## config.mk

```make
export PLATFORM = sky130hd
export DESIGN_NAME = aes_final_round_capture
export DESIGN_NICKNAME = d
export VERILOG_FILES = /design/src/rtl/aes_pipe_pkg.sv /design/src/rtl/aes_sync_fifo_fwft.sv /design/src/rtl/aes_final_round_capture.sv
export SDC_FILE = /design/constraint.sdc
export NUM_CORES = 1
export LEC_CHECK = 0
export CAP_MARGIN = 20
export CORE_UTILIZATION = 50
export CTS_CLUSTER_SIZE = 14
export DETAILED_ROUTE_END_ITERATION = 10
export HOLD_SLACK_MARGIN = 0.05
export PLACE_DENSITY = 0.71
export SLEW_MARGIN = 20
export SYNTH_ARGS = -nofsm -noshare
export SYNTH_HDL_FRONTEND = slang
export SYNTH_SLANG_ARGS = --single-unit
```

## constraint.sdc

```tcl
create_clock -name clock -period 6.4 [get_ports clock]
set_clock_uncertainty 0.15 [all_clocks]
set_input_delay 0.64 -clock clock [delete_from_list [all_inputs] [get_ports clock]]
set_output_delay 0.64 -clock clock [all_outputs]
set_load 0.005 [all_outputs]
```

## src/rtl/aes_pipe_pkg.sv

```systemverilog
// Shared constants for the AES round pipeline: final-round tags and key-length encodings.
// The 128-bit state is byte-addressed with byte i on bits [8i+7:8i], i = 0..15.
package aes_pipe_pkg;

  localparam int unsigned STATE_BYTES = 16;
  localparam int unsigned STATE_W     = 8 * STATE_BYTES;

  // Rcon value that travels with the state on the last round of each key size
  localparam logic [7:0] LAST_TAG_128_DEFAULT = 8'h36;
  localparam logic [7:0] LAST_TAG_192_DEFAULT = 8'h80;
  localparam logic [7:0] LAST_TAG_256_DEFAULT = 8'h40;

  typedef enum logic [1:0] {
    KEYLEN_128  = 2'b00,
    KEYLEN_192  = 2'b01,
    KEYLEN_256  = 2'b10,
    KEYLEN_RSVD = 2'b11
  } key_len_e;

  // Mirror the byte order: result byte i = source byte 15-i
  function automatic logic [STATE_W-1:0] reverse_bytes(input logic [STATE_W-1:0] s);
    logic [STATE_W-1:0] r;
    r = '0;
    for (int i = 0; i < int'(STATE_BYTES); i++) begin
      r[8*i +: 8] = s[8*(int'(STATE_BYTES)-1-i) +: 8];
    end
    return r;
  endfunction

endpackage

```

## src/rtl/aes_sync_fifo_fwft.sv

```systemverilog
// First-word-fall-through synchronous FIFO. Occupancy is tracked by an
// explicit counter; full/empty come from the counter, never from pointer compare.
// The caller only pushes when there is room (or a pop frees a slot on the same
// edge) and only pops when not empty.
module aes_sync_fifo_fwft #(
  parameter int unsigned DEPTH = 4,
  parameter int unsigned WIDTH = 128
) (
  input  logic                         clock,
  input  logic                         reset_n,
  input  logic                         push,
  input  logic                         pop,
  input  logic [WIDTH-1:0]             wdata,
  output logic [WIDTH-1:0]             rdata,
  output logic [$clog2(DEPTH+1)-1:0]   count,
  output logic                         full,
  output logic                         empty
);

  localparam int unsigned PTR_W = $clog2(DEPTH);
  localparam int unsigned CNT_W = $clog2(DEPTH+1);

  logic [WIDTH-1:0] mem_q [DEPTH];
  logic [WIDTH-1:0] mem_d [DEPTH];
  logic [PTR_W-1:0] wr_ptr_q, wr_ptr_d;
  logic [PTR_W-1:0] rd_ptr_q, rd_ptr_d;
  logic [CNT_W-1:0] count_q, count_d;

  // Next pointers, occupancy and storage contents
  always_comb begin
    mem_d    = mem_q;
    wr_ptr_d = wr_ptr_q;
    rd_ptr_d = rd_ptr_q;
    count_d  = count_q;
    if (push) begin
      mem_d[wr_ptr_q] = wdata;
      wr_ptr_d        = wr_ptr_q + PTR_W'(1);
    end
    if (pop) begin
      rd_ptr_d = rd_ptr_q + PTR_W'(1);
    end
    case ({push, pop})
      2'b10:   count_d = count_q + CNT_W'(1);
      2'b01:   count_d = count_q - CNT_W'(1);
      default: count_d = count_q;
    endcase
  end

  // Control state register; reset empties the FIFO
  always_ff @(posedge clock) begin
    if (!reset_n) begin
      wr_ptr_q <= '0;
      rd_ptr_q <= '0;
      count_q  <= '0;
    end else begin
      wr_ptr_q <= wr_ptr_d;
      rd_ptr_q <= rd_ptr_d;
      count_q  <= count_d;
    end
  end

  // Storage array; contents are don't-care until written, so no reset
  always_ff @(posedge clock) begin
    mem_q <= mem_d;
  end

  assign rdata = mem_q[rd_ptr_q];
  assign count = count_q;
  assign full  = (count_q == CNT_W'(DEPTH));
  assign empty = (count_q == '0);

endmodule

```

## src/rtl/aes_final_round_capture.sv

```systemverilog
// Captures the AES state on the final round (selected by key length and the
// Rcon tag riding with the state) and queues it for a valid/ready consumer.
// Handshake: out_valid/out_data are held stable until out_ready is seen high
// on a rising edge with out_valid high; that edge transfers the head entry.
// A capture arriving while full with no pop is dropped and sets a sticky overflow.
module aes_final_round_capture
  import aes_pipe_pkg::*;
#(
  parameter int unsigned DEPTH        = 4,
  parameter int unsigned BYTE_REVERSE = 0,
  parameter logic [7:0]  LAST_TAG_128 = LAST_TAG_128_DEFAULT,
  parameter logic [7:0]  LAST_TAG_192 = LAST_TAG_192_DEFAULT,
  parameter logic [7:0]  LAST_TAG_256 = LAST_TAG_256_DEFAULT
) (
  input  logic                         clock,
  input  logic                         reset_n,
  input  logic                         round_valid,
  input  logic [7:0]                   rcon_in,
  input  logic [1:0]                   key_len,
  input  logic [STATE_W-1:0]           state_in,
  output logic                         out_valid,
  input  logic                         out_ready,
  output logic [STATE_W-1:0]           out_data,
  output logic [$clog2(DEPTH+1)-1:0]   count,
  output logic                         full,
  output logic                         overflow
);

  logic [7:0]         sel_tag;
  logic               tag_ok;
  logic               fire;
  logic               push;
  logic               pop;
  logic               empty;
  logic [STATE_W-1:0] wdata;
  logic [STATE_W-1:0] rdata;
  logic               overflow_q, overflow_d;

  // Final-round detection, push/pop arbitration and drop reporting
  always_comb begin
    sel_tag = '0;
    tag_ok  = 1'b0;
    case (key_len_e'(key_len))
      KEYLEN_128: begin sel_tag = LAST_TAG_128; tag_ok = 1'b1; end
      KEYLEN_192: begin sel_tag = LAST_TAG_192; tag_ok = 1'b1; end
      KEYLEN_256: begin sel_tag = LAST_TAG_256; tag_ok = 1'b1; end
      default:    begin sel_tag = '0;           tag_ok = 1'b0; end
    endcase
    fire       = round_valid & tag_ok & (rcon_in == sel_tag);
    pop        = out_valid & out_ready;
    push       = fire & (~full | pop);
    overflow_d = overflow_q | (fire & full & ~pop);
    // Stored words are already in output byte order
    wdata      = (BYTE_REVERSE != 0) ? reverse_bytes(state_in) : state_in;
  end

  // Sticky overflow flag, cleared only by reset
  always_ff @(posedge clock) begin
    if (!reset_n) begin
      overflow_q <= 1'b0;
    end else begin
      overflow_q <= overflow_d;
    end
  end

  aes_sync_fifo_fwft #(
    .DEPTH (DEPTH),
    .WIDTH (STATE_W)
  ) u_fifo (
    .clock   (clock),
    .reset_n (reset_n),
    .push    (push),
    .pop     (pop),
    .wdata   (wdata),
    .rdata   (rdata),
    .count   (count),
    .full    (full),
    .empty   (empty)
  );

  assign out_valid = ~empty;
  assign out_data  = out_valid ? rdata : '0;
  assign overflow  = overflow_q;

endmodule

```

==> After elaboration in Yosys (flattened, before gate mapping) <==
Cells that the tools add are included.
{ "totals": {"regBits": 520, "word_cells": 49} }
{ "classes": {"n_lt_le_gt_ge": 3, "n_bitwise": 13, "n_reduce_logical": 5, "add_sub_neg": 4, "n_mux": 10, "eq_ne": 6} }
{ "op_table": {"columns": ["cell", "n"], "rows": [
  ["$bwmux 512", 1],
  ["$mux 128", 4],
  ["$bmux 128 s2", 1],
  ["$demux 128 s2", 1],
  ["$pmux 8 s3", 1],
  ["$eq 8x8->1", 1],
  ["$and 1x1->1", 6],
  ["$ge 3x3->1 const B", 2],
  ["$not 2->3", 2],
  ["$pmux 3 s2", 1],
  ["$add 2x1->2 const B", 2],
  ["$eq 2x1->1 const B", 2],
  ["$eq 2x2->1 const B", 2],
  ["$add 3x1->3 const B", 1],
  ["$eq 3x3->1 const B", 1],
  ["$logic_not 3->1", 1],
  ["$lt 3x1->1 const B", 1],
  ["$not 1->1", 3],
  ["$reduce_or 3->1", 1],
  ["$sub 3x1->3 const B", 1],
  ["$logic_not 2->1", 1],
  ["$or 1x1->1", 2],
  ["$reduce_bool 2->1", 1],
  ["$logic_and 1x1->1", 1],
  ["$mux 1", 1]
]} }

==> Logic depth before layout (Yosys ltp) <==
Gate-level depths: netlist of run 1.
{ "logic_depth": {"depth_word": 8, "mapped_depth": 11} }

==> Cells and area by module <==
From an unflattened synthesis of run 1, not the netlist that was laid out.
{ "hier_totals": {"cells_unflattened": 875, "hier_area_um2": 19889.1} }
{ "modules_own_cells": {"columns": ["mod", "cells_each", "n_inst", "area_per_inst_um2"], "rows": [
  ["aes_sync_fifo_fwft", 712, 1, 18878.1],
  ["aes_final_round_capture", 163, 1, 1011.0]
]} }

==> Worst setup path after synthesis of run 1 <==
Ideal clock, no wire load.
{ "synth_path": {"kind": "input -> register", "from": "in rcon_in[1]", "to": "reg u_fifo.mem_q[0] (netlist bit), enable pin", "path_slack_ps": 1099, "stages": 5, "arrival_ps": 4649, "cell_sequence": "or4_1 mux2i_1 nand4_1 nor2_1 and2_1"} }
{ "synth_between": {"elab_chain_len": 3} }
{ "synth_lines": {"columns": ["item", "line", "rtl"], "rows": [
  ["start: declaration", "aes_final_round_capture.sv:18", "input logic [7:0] rcon_in,"],
  ["$eq 8x8->1", "aes_final_round_capture.sv:49", "fire = round_valid & tag_ok & (rcon_in == sel_tag);"],
  ["$and 1x1->1", "aes_final_round_capture.sv:49", null],
  ["$and 1x1->1", "aes_final_round_capture.sv:51", "push = fire & (~full | pop);"],
  ["end signal: assignment", "aes_sync_fifo_fwft.sv:64", "mem_q <= mem_d;"],
  ["end: declaration", "aes_sync_fifo_fwft.sv:23", "logic [WIDTH-1:0] mem_q [DEPTH];"]
]} }
No other way between the ends.
A chain may end at the register's enable or synchronous reset.

==> Worst setup path after layout of run 1 <==
{ "layout_path": {"from": "reg u_fifo.rd_ptr_q[0]", "to": "out out_data[46]"} }
{ "layout_between": {"elab_chain_len": 5} }
{ "layout_lines": {"columns": ["item", "line", "rtl"], "rows": [
  ["start: declaration", "aes_sync_fifo_fwft.sv:26", "logic [PTR_W-1:0] rd_ptr_q, rd_ptr_d;"],
  ["start signal: assignment", "aes_sync_fifo_fwft.sv:57", "rd_ptr_q <= rd_ptr_d;"],
  ["$not 2->3 (not written as such)", "aes_sync_fifo_fwft.sv:67", "assign rdata = mem_q[rd_ptr_q];"],
  ["$bmux 128 s2", "aes_sync_fifo_fwft.sv:67", null],
  ["$mux 128 (not written as such) (2 in a row)", "aes_sync_fifo_fwft.sv:67", null],
  ["$mux 128", "aes_final_round_capture.sv:82", "assign out_data = out_valid ? rdata : '0;"],
  ["end: declaration", "aes_final_round_capture.sv:23", "output logic [STATE_W-1:0] out_data,"]
]} }
No other way between the ends. The select of a mux whose other input is x is not followed.

==> flow_summary.rst, run 1 <==
.. list-table::
   :header-rows: 1

   * - Metric
     - Value
   * - Result of the run
     - complete, no violations
   * - Maximum clock rate
     - 253.5 MHz
   * - Logic gate share of total power
     - 2.1%
   * - Worst-case headroom to the max-slew limit
     - 36.81%
   * - Warnings from Yosys
     - 0
   * - Total GRT Usage
     - 19.54%
   * - Worst-Skew Late Latency
     - 570 ps
   * - Leakage power
     - 7.643 nW
   * - Count of flip-flops with a built-in enable after synthesis
     - 512
   * - Clk sink count
     - 520
   * - Number of input and output port buffers inserted
     - 275
   * - Synthesized area per cell
     - 22.61 um2
   * - Clock slew at the register clock pins of the worst setup and hold paths
     - around 60 ps
   * - Cells after Synth
     - 874
   * - Routed wire length per instance
     - 22.21 um
   * - Final hold vios
     - 0
   * - Clock tree from TritonCTS
     - done
   * - Total instance count after detailed placement
     - 1634
   * - Vias per cell
     - 5.392
   * - Maximum clock insertion buffer count
     - 3
   * - Arrival time of data at the critical path endpoint
     - 3160 ps
   * - Root buffer cell
     - sky130_fd_sc_hd__clkbuf_16
   * - Hold buffers post-CTS
     - 0
   * - Detailed Route WL
     - 38260 um
   * - Placer Congestion
     - 0.7161
   * - Portion of total power attributed to the clock network
     - about two fifths
   * - Number of levels in the clock H-tree
     - 2
   * - Number of distinct library cells after synthesis
     - 26
   * - Setup violation total in the final timing report
     - 0
   * - Cell types with the largest area share after synthesis
     - sky130_fd_sc_hd__edfxtp_1 (78%), sky130_fd_sc_hd__mux4_2 (15%), sky130_fd_sc_hd__and2_1 (4.2%)
   * - Number of nets with antenna violations after detailed routing
     - 0
   * - Core area
     - a little under 40000 um2
   * - Prevailing post-synth register cell
     - sky130_fd_sc_hd__edfxtp_1
   * - Final worst setup slack
     - 2455 ps
   * - Net switching share of the total power
     - between 10% and 20%
   * - Async SR Flop Fraction
     - 0%
   * - Worst IR drop on VDD
     - 0.0002097 V
   * - Vias in the first global route
     - 9779
   * - Sequential fraction of design power
     - about 56%
   * - HPWL Detailed
     - 22150 um
   * - Number of nets in the finished design
     - 1316
   * - CP Data Required Time
     - around 5600 ps
   * - PostCTS Resize Cnt
     - 0
   * - Top cell type by total area after synthesis
     - sky130_fd_sc_hd__edfxtp_1
   * - Number of placement rows
     - 72
   * - Number of ports placed on the die boundary
     - ~280
   * - # Post-CTS Setup Buffers
     - 0
   * - Power Density
     - 269.6 nW/um2
   * - Post-synthesis instance area
     - 19770 um2
   * - Area growth from synthesis to final layout
     - 24.95%
   * - FF+latch count, synth
     - 520
   * - Critical path peak fanout
     - 37
   * - Part of the cycle the worst path needs
     - 61.65%
   * - Starting DRC count in detailed routing
     - slightly above 700
   * - Ranking of synthesized cells by instance count
     - sky130_fd_sc_hd__edfxtp_1 (512), sky130_fd_sc_hd__and2_1 (133), sky130_fd_sc_hd__mux4_2 (128), sky130_fd_sc_hd__clkbuf_1 (22), sky130_fd_sc_hd__buf_2 (17)
   * - Sort of element at the end of the critical path
     - primary output
   * - Top-area cell type share of the netlist area
     - 77.79%
   * - Internal power contribution
     - 5.437 mW
   * - Count leader, synth
     - sky130_fd_sc_hd__edfxtp_1
   * - Effective utilization at floorplan
     - between 50% and 60%
   * - Unrepaired setup endpoints after global routing
     - no
   * - Register area share after synthesis
     - 78.60%
   * - Total of fill cells in the finished design
     - 2672
   * - Post-route total power
     - 6.658 mW
   * - Number of buffers created by CTS
     - 50
   * - Wire length of the first global-routing pass
     - 58820 um
   * - Measured slew at the worst slew-check pin
     - 947.9 ps
   * - Global route total overflow
     - 0
   * - Total negative slack for setup checks
     - 0 ps
   * - Path category of the worst min-delay check
     - reg2reg
   * - Antenna violations before repair
     - 7
   * - Crit path kind
     - reg2out
   * - Mapped Nets
     - around 1000
   * - Max capacitance violation total
     - 0
   * - Ratio of cells with drive above 1 in the final layout
     - roughly 17%
   * - Crit path launch type
     - flip-flop
   * - Overall die area
     - 40330 um2
   * - TritonRoute pass-1 iters
     - 4
   * - Overall via count from detail_route
     - 9291
   * - Non-filler instance count after layout
     - about 1700
   * - Die height
     - approximately 200 um
   * - Switching pwr
     - 1.222 mW
   * - Min cycle time layout
     - 3945 ps
   * - Max-slew violation total from the final report
     - 0
   * - Horizontal die dimension
     - 200.8 um
   * - Largest net degree at the start of global routing
     - just over 90
   * - Pre-CTS setup slack
     - 2154 ps
   * - Number of remaining DRC errors
     - 0
-- layout make-up --
cell class,instances,area (um2),share of cell area [%]
multi-input cells,304,4036,16.34
clock inverters,23,211.5,0.8562
flip-flops and latches,520,15540,62.93
well taps,518,648.1,2.624
diodes,2,5.005,0.02026
inverters,7,26.28,0.1064
clock buffers,64,1325,5.365
repair buffers,285,2903,11.75
-- flip-flops by register name, indices dropped and copies added, names as in the netlist --
signal           cells
u_fifo.mem_q       512
u_fifo.count         3
u_fifo.rd_ptr_q      2
u_fifo.wr_ptr_q      2
overflow             1
-- worst max-delay path: stages (launching register included) --
cell and delay [ps]:
sky130_fd_sc_hd__dfxtp_4 600, sky130_fd_sc_hd__buf_4 670, sky130_fd_sc_hd__mux4_2 590, sky130_fd_sc_hd__and2_1 170, sky130_fd_sc_hd__clkdlybuf4s50_1 490
-- logic make-up after synthesis --
group / after synthesis / synth area share [%]
AO/OA/AOI/OAI: 7 / 0.1772
XOR/XNOR: 5 / 0.2216
adder cells (fa/ha/maj): 6 / 0.4178
buffers and inverters: 50 / 1.057
flip-flops: 520 / 78.60
multiplexers: 130 / 14.69
AND/OR/NAND/NOR: 156 / 4.843
-- power by group through the flow --
stage          clock network (mW)  registers [mW]  logic [mW]
2_1_floorplan                   0            3.81      0.0100
3_5_place_dp                    0            3.81       0.139
4_1_cts                      2.85            3.74       0.140
5_1_grt                      2.98            3.73       0.149
3_3_place_gp                    0            3.81       0.133
6_report                     2.78            3.74       0.139
-- stage by stage --
stage	utilization, %	instance area [um2]	hold slack (ps)
floorplan	-	19770	310.4
global placement	59.64	23160	306.0
detailed placement	59.64	23160	331.9
CTS	63.60	24690	348.1
global route	63.60	24690	375.8
finish	63.61	24700	335.8
-- path summary, 6_finish.rpt --
kind | startpoint | endpoint | slack, ps | cells after the start
worst min-delay path | overflow | overflow | 340 | 2
worst min register to register | overflow | overflow | 340 | 2
worst max register to register | u_fifo.count[0] | u_fifo.mem_q[167] | 3300 | 6
worst max-delay path | u_fifo.rd_ptr_q[0] | out_data[46] | 2450 | 4
-- placed cells by master (no fill, tap or decap), types with 3 or more instances in the layout --
master                              n
sky130_fd_sc_hd__and2_1           129
sky130_fd_sc_hd__ha_1               5
sky130_fd_sc_hd__dfxtp_1            6
sky130_fd_sc_hd__and2_4             4
sky130_fd_sc_hd__clkdlybuf4s50_1  275
sky130_fd_sc_hd__clkbuf_16         51
sky130_fd_sc_hd__inv_1              7
sky130_fd_sc_hd__o21ai_0            3
sky130_fd_sc_hd__mux4_2           128
sky130_fd_sc_hd__clkinv_2           5
sky130_fd_sc_hd__nand2_1            3
sky130_fd_sc_hd__clkinv_1          11
sky130_fd_sc_hd__bufinv_16          4
sky130_fd_sc_hd__xor2_1             3
sky130_fd_sc_hd__a21oi_1            4
sky130_fd_sc_hd__buf_12             6
sky130_fd_sc_hd__nor2_1             8
sky130_fd_sc_hd__edfxtp_1         512
sky130_fd_sc_hd__clkbuf_1          13
sky130_fd_sc_hd__buf_4              4
-- metal layers --
metal  track usage, %  part of all wire (%)
met1            28.26                    44
met2            30.41                    48
met3            4.205                   6.0
met4            5.562                   1.8
met5                0                 0.065
(Power assumes the default switching activity.)
==> inputs of run 2 (changes only) <==
==> constraint.sdc (replaced) <==
create_clock -name clock -period 4 [get_ports clock]
set_clock_uncertainty 0.15 [all_clocks]
set_input_delay 0.4 -clock clock [delete_from_list [all_inputs] [get_ports clock]]
set_output_delay 0.4 -clock clock [all_outputs]
set_load 0.005 [all_outputs]
==> run 2 against run 1 <==
Count of clock-buffer cells in the layout is 2 higher. Global-route usage up 0.72 points. Hold slack worse by 44 ps. Utilization up 1.1 points. Largest power group unchanged. Final area grew 1.7%. Via count rose by 1.1%. Flip-flop and latch count did not move.
==> flow_summary.rst, run 2 (synthesis gave the netlist of run 1 again) <==
.. list-table::
   :header-rows: 1

   * - Metric
     - Value
   * - Result of the run
     - complete, no violations
   * - GR Util met1
     - 28.70% (+0.44 points)
   * - Max reg flops
     - 512 (unchanged)
   * - Placer Congestion
     - 0.7395 (+3.3%)
   * - Number of nets with antenna violations after detailed routing
     - 0 (unchanged)
   * - Core area
     - 38830 um2 (unchanged)
   * - Horizontal die dimension
     - 200.8 um (unchanged)
   * - Worst-case headroom to the max-slew limit
     - 55.27% (+18 points)
   * - Number of input and output port buffers inserted
     - 275 (unchanged)
   * - Share of the core filled with cells in the final layout
     - 64.71% (+1.1 points)
   * - Min cycle time layout
     - 3435 ps
   * - Crit path launch type
     - flip-flop
   * - Vias per cell
     - 5.361 (-0.59%)
   * - Pre-CTS setup slack
     - 583.0 ps (-1571 ps)
   * - PostCTS Resize Cnt
     - 0 (unchanged)
   * - # Post-CTS Setup Buffers
     - 0 (unchanged)
   * - Commonest non-fill, non-tap cell in the layout
     - sky130_fd_sc_hd__edfxtp_1
   * - Maximum clock insertion buffer count
     - 3 (unchanged)
   * - Root buffer cell
     - sky130_fd_sc_hd__clkbuf_16
   * - Leakage power
     - 7.854 nW (+2.8%)
   * - Total GRT Usage
     - 20.26% (+0.72 points)
   * - Effective utilization at floorplan
     - 50.91% (unchanged)
   * - Power Density
     - 430.9 nW/um2 (+60%)
   * - Detailed Route WL
     - 40020 um (+4.6%)
   * - Path category of the worst min-delay check
     - in2reg
   * - Global route total overflow
     - 0 (unchanged)
   * - Clk sink count
     - 520 (unchanged)
   * - Number of placement rows
     - 72 (unchanged)
   * - Number of levels in the clock H-tree
     - 2 (unchanged)
   * - Overall die area
     - 40330 um2 (unchanged)
   * - Largest net degree at the start of global routing
     - 83 (-8.8%)
   * - Leading cell types in the layout, fill and taps excluded
     - sky130_fd_sc_hd__edfxtp_1 (512), sky130_fd_sc_hd__clkdlybuf4s50_1 (275), sky130_fd_sc_hd__and2_1 (129)
   * - Crit path kind
     - reg2out
   * - R2R Path Start
     - u_fifo.count[0]
   * - Clock tree from TritonCTS
     - done
   * - CP Launch Point
     - u_fifo.rd_ptr_q[0]
   * - Clock slew at the register clock pins of the worst setup and hold paths
     - 60 ps (about the same)
   * - Sort of element at the end of the critical path
     - primary output
   * - Final hold vios
     - 0 (unchanged)
   * - Ratio of cells with drive above 1 in the final layout
     - 19.40% (+2.0 points)
   * - RR Endpoint
     - u_fifo.count[2]
   * - Worst hold start
     - state_in[73]
   * - Measured slew at the worst slew-check pin
     - 671.0 ps (-276.9 ps)
   * - Final worst setup slack
     - 565.3 ps (-1889 ps)
   * - CP Data Required Time
     - 3450 ps (-2160 ps)
   * - Met2 routing resource usage after global routing
     - 31.60% (+1.2 points)
   * - Area growth from synthesis to final layout
     - 27.12%
   * - Routed wire length per instance
     - 22.83 um (+2.8%)
   * - Flop2flop setup slack
     - 1400 ps (-1900 ps)
   * - Antenna violations before repair
     - 6 (-1)
   * - Wire length of the first global-routing pass
     - 60560 um (+3.0%)
   * - Starting DRC count in detailed routing
     - 569 (-21%)
   * - Worst hold path cell count
     - 1 (-1)
   * - Met3 GRT Util
     - 5.568% (+1.4 points)
   * - Total of fill cells in the finished design
     - 2598 (-2.8%)
   * - Max capacitance violation total
     - 0 (unchanged)
   * - Hold buffers post-CTS
     - 0 (unchanged)
   * - Post-route total power
     - 10.83 mW (+63%)
   * - Number of ports placed on the die boundary
     - 276 (unchanged)
   * - Count of cells along the worst register-to-register path
     - 8 (+2)
   * - Worst-Skew Late Latency
     - 570 ps (about the same)
   * - Total negative slack for setup checks
     - 0 ps (unchanged)
   * - Arrival time of data at the critical path endpoint
     - 2880 ps (-280 ps)
   * - Max-slew violation total from the final report
     - 0 (unchanged)
   * - Number of remaining DRC errors
     - 0 (unchanged)
   * - Unrepaired setup endpoints after global routing
     - no
   * - Part of the cycle the worst path needs
     - a little under nine tenths
   * - Worst IR drop on VDD
     - 0.0003494 V (+67%)
   * - Critical path peak fanout
     - 28 (-24%)
   * - Setup violation total in the final timing report
     - 0 (unchanged)
   * - Register with the most flip-flops
     - u_fifo.mem_q
   * - Vias in the first global route
     - 9860 (+0.83%)
   * - Worst hold slack
     - 292.1 ps (-43.73 ps)
   * - TritonRoute pass-1 iters
     - 5 (+1)
   * - End of the worst hold path
     - u_fifo.mem_q[457]
   * - Maximum clock rate
     - 291.1 MHz
   * - Global route hottest layer
     - met2
   * - Number of buffers created by CTS
     - 52 (+4.0%)
   * - HPWL Detailed
     - 25340 um (+14%)
   * - Number of nets in the finished design
     - 1339 (+1.7%)
   * - Overall via count from detail_route
     - 9397 (+1.1%)
   * - Die height
     - 200.8 um (unchanged)
==> run 2: cell count changes in the layout (fill, tap and decap cells not counted), moves of 3 or more <==
cell and change:
sky130_fd_sc_hd__buf_12 +13, sky130_fd_sc_hd__buf_4 +8, sky130_fd_sc_hd__clkbuf_16 +3, sky130_fd_sc_hd__clkinv_2 +7
==> run 2: area by class of cell <==
| cell class | count | area [um2] | area share, % |
|---|---|---|---|
| antenna | 3 | 7.507 | 0.02988 |
| multi-input combinational | 304 | 4036 | 16.06 |
| inverter | 7 | 26.28 | 0.1046 |
| tap | 518 | 648.1 | 2.580 |
| clock buffer | 66 | 1396 | 5.558 |
| clock inverter | 29 | 245.2 | 0.9760 |
| sequential | 520 | 15540 | 61.86 |
| timing repair buffer | 306 | 3223 | 12.83 |
==> run 2: report_power, final <==
part | switching (mW) | internal, mW | leakage (nW)
Sequential | 0.000853 | 5.98 | 4.67
Clock | 1.90 | 2.72 | 0.807
Combinational | 0.0889 | 0.137 | 2.38
Total | 1.99 | 8.83 | 7.85
==> run 2: per-layer routing <==
layer | up-vias | share of wire [%]
met5 | - | 0.11
met4 | 6 | 1.7
met3 | 53 | 6.5
met2 | 275 | 48
met1 | 4863 | 44
li1 | 4200 | -
==> run 2: worst max-delay path: stages, from the launching register on <==
cell and delay (ps):
sky130_fd_sc_hd__dfxtp_4 760, sky130_fd_sc_hd__buf_4 370, sky130_fd_sc_hd__mux4_2 520, sky130_fd_sc_hd__and2_1 190, sky130_fd_sc_hd__clkdlybuf4s50_1 440
==> run 2: worst max-delay path by stage <==
stage | to | depth (start not counted)
after CTS | out_data[79] | 4
final | out_data[36] | 4
after floorplan | u_fifo.mem_q[0] | 5
after detailed placement | u_fifo.mem_q[228] | 7
after global placement | u_fifo.mem_q[169] | 7
after global routing | out_data[79] | 4
==> run 2: through the flow <==
stage	instances	instance area [um2]
6_report	1753	25130
3_3_place_gp	1655	23480
2_1_floorplan	874	19770
4_1_cts	1750	25120
5_1_grt	1751	25120
3_5_place_dp	1655	23480
==> RTL change: new RTL, settings of run 1 <==
`DEPTH` is set to 4 in 2 places; all go to 8.
--- a/src/rtl/aes_sync_fifo_fwft.sv
+++ b/src/rtl/aes_sync_fifo_fwft.sv
@@ -4,5 +4,5 @@
 // edge) and only pops when not empty.
 module aes_sync_fifo_fwft #(
-  parameter int unsigned DEPTH = 4,
+  parameter int unsigned DEPTH = 8,
   parameter int unsigned WIDTH = 128
 ) (
--- a/src/rtl/aes_final_round_capture.sv
+++ b/src/rtl/aes_final_round_capture.sv
@@ -7,5 +7,5 @@
   import aes_pipe_pkg::*;
 #(
-  parameter int unsigned DEPTH        = 4,
+  parameter int unsigned DEPTH        = 8,
   parameter int unsigned BYTE_REVERSE = 0,
   parameter logic [7:0]  LAST_TAG_128 = LAST_TAG_128_DEFAULT,
Ports: changed (resized count); port bits go from 276 to 277. No check against the original RTL was run, so the function may have changed too.
==> RTL change against run 1 <==
Routed wire length up 110%; setup slack worse by 0.53 ns; maximum frequency down 12%; sequential cell count up 515; count of clock-buffer cells in the layout up 57; first-iteration DRC count up 130%; non-clock buffer count up 27; final cell count up 84%; synthesized cell count up 96%; combinational power up 33%; synthesized area up 99%; total power up 98%; design area up 90%; critical path type unchanged; largest cell class unchanged; largest power group unchanged; highest routed layer unchanged.
==> RTL change: results (changes against run 1) <==
stage;metric;value;unit;change
cells_and_area;share of cells above drive strength 1;0.212;;was 0.174
outcome;status;finished clean;;unchanged
grt;first-pass GRT wire length;122000;µm;was 58800 µm
setup_path;worst flop-to-flop path endpoint;u_fifo.mem_q[372];;was u_fifo.mem_q[167]
logic_synthesis;number of flops mapped to enable cells by yosys;1024;;was 512
power_and_ir_drop;worst vdd ir;0.000226;V;was 0.000210 V
placement;DP HPWL;44700;µm;was 22200 µm
grt;GRT Total Usage;0.208;;was 0.195
cells_and_area;area of the multi-input gates;0.00812;mm²;was 0.00404 mm²
cells_and_area;Seq. cell area;0.0310;mm²;was 0.0155 mm²
timing;worst slew pin tran;1.05;ns;was 0.948 ns
timing;worst hold margin;0.356;ns;was 0.336 ns
grt;initial antenna violation count;19;;was 7
timing;final critical-path share of the clock period;0.700;;was 0.616
cts;Clk Latency, worst-skew pair;0.63;ns;was 0.57 ns
grt;largest net degree at the start of global routing;130;;was 91
logic_synthesis;most frequent cells after synthesis;1024 x edfxtp_1, 256 x mux4_2, 137 x nor2_1;;was 512 x edfxtp_1, 133 x and2_1, 128 x mux4_2
drt;Starting DRT DRC Count;1665;;was 719
grt;met1 global-route usage;0.274;;was 0.283
logic_synthesis;Compound-Gate Fraction of Synth Area;0.00318;;was 0.00177
cells_and_area;Non-CTS buffers;312;;was 285
grt;routing usage on met3;0.0394;;was 0.0420
cells_and_area;Final #Nets;2184;;was 1316
cells_and_area;#MultiIn Comb;586;;was 304
drt;Pre-antenna DRT Iters;5;;was 4
cells_and_area;Largest register FFs;1024;;was 512
logic_synthesis;synth top area cells;edfxtp_1 78%, mux4_2 15%, mux2i_1 3.3%, nor2_1 1.3%, dfxtp_1 0.56%;;was edfxtp_1 78%, mux4_2 15%, and2_1 4.2%, dfxtp_1 0.81%, buf_2 0.43%
logic_synthesis;Syn Nets;1861;;was 1022
drt;met3 routed WL;4560;µm;was 2300 µm
die;tap cells;1040;;was 518
## RTL change: cell count changes after synthesis, moves of 10 or more
cell	delta
and2_1	-127
buf_1	+10
buf_2	+11
clkbuf_1	+26
edfxtp_1	+512
mux2i_1	+128
mux4_2	+128
nor2_1	+129
## RTL change: how the worst max path moves through the flow
| stage | startpoint | endpoint | depth (start not counted) |
|---|---|---|---|
| finish | u_fifo.rd_ptr_q[0] | out_data[54] | 5 |
| global route | u_fifo.rd_ptr_q[0] | out_data[53] | 5 |
| CTS | u_fifo.rd_ptr_q[0] | out_data[54] | 5 |
| detailed placement | key_len[1] | u_fifo.mem_q[374] | 7 |
| global placement | key_len[1] | u_fifo.mem_q[380] | 7 |
| floorplan | rcon_in[4] | u_fifo.mem_q[512] | 5 |
## RTL change: report_power, final
part | leakage, µW | internal (µW) | switching (µW)
combinational | 0.00313 | 87.9 | 97.1
clock | 0.00150 | 3130 | 2400
sequential | 0.00929 | 7440 | 0.810
total | 0.0139 | 10700 | 2500
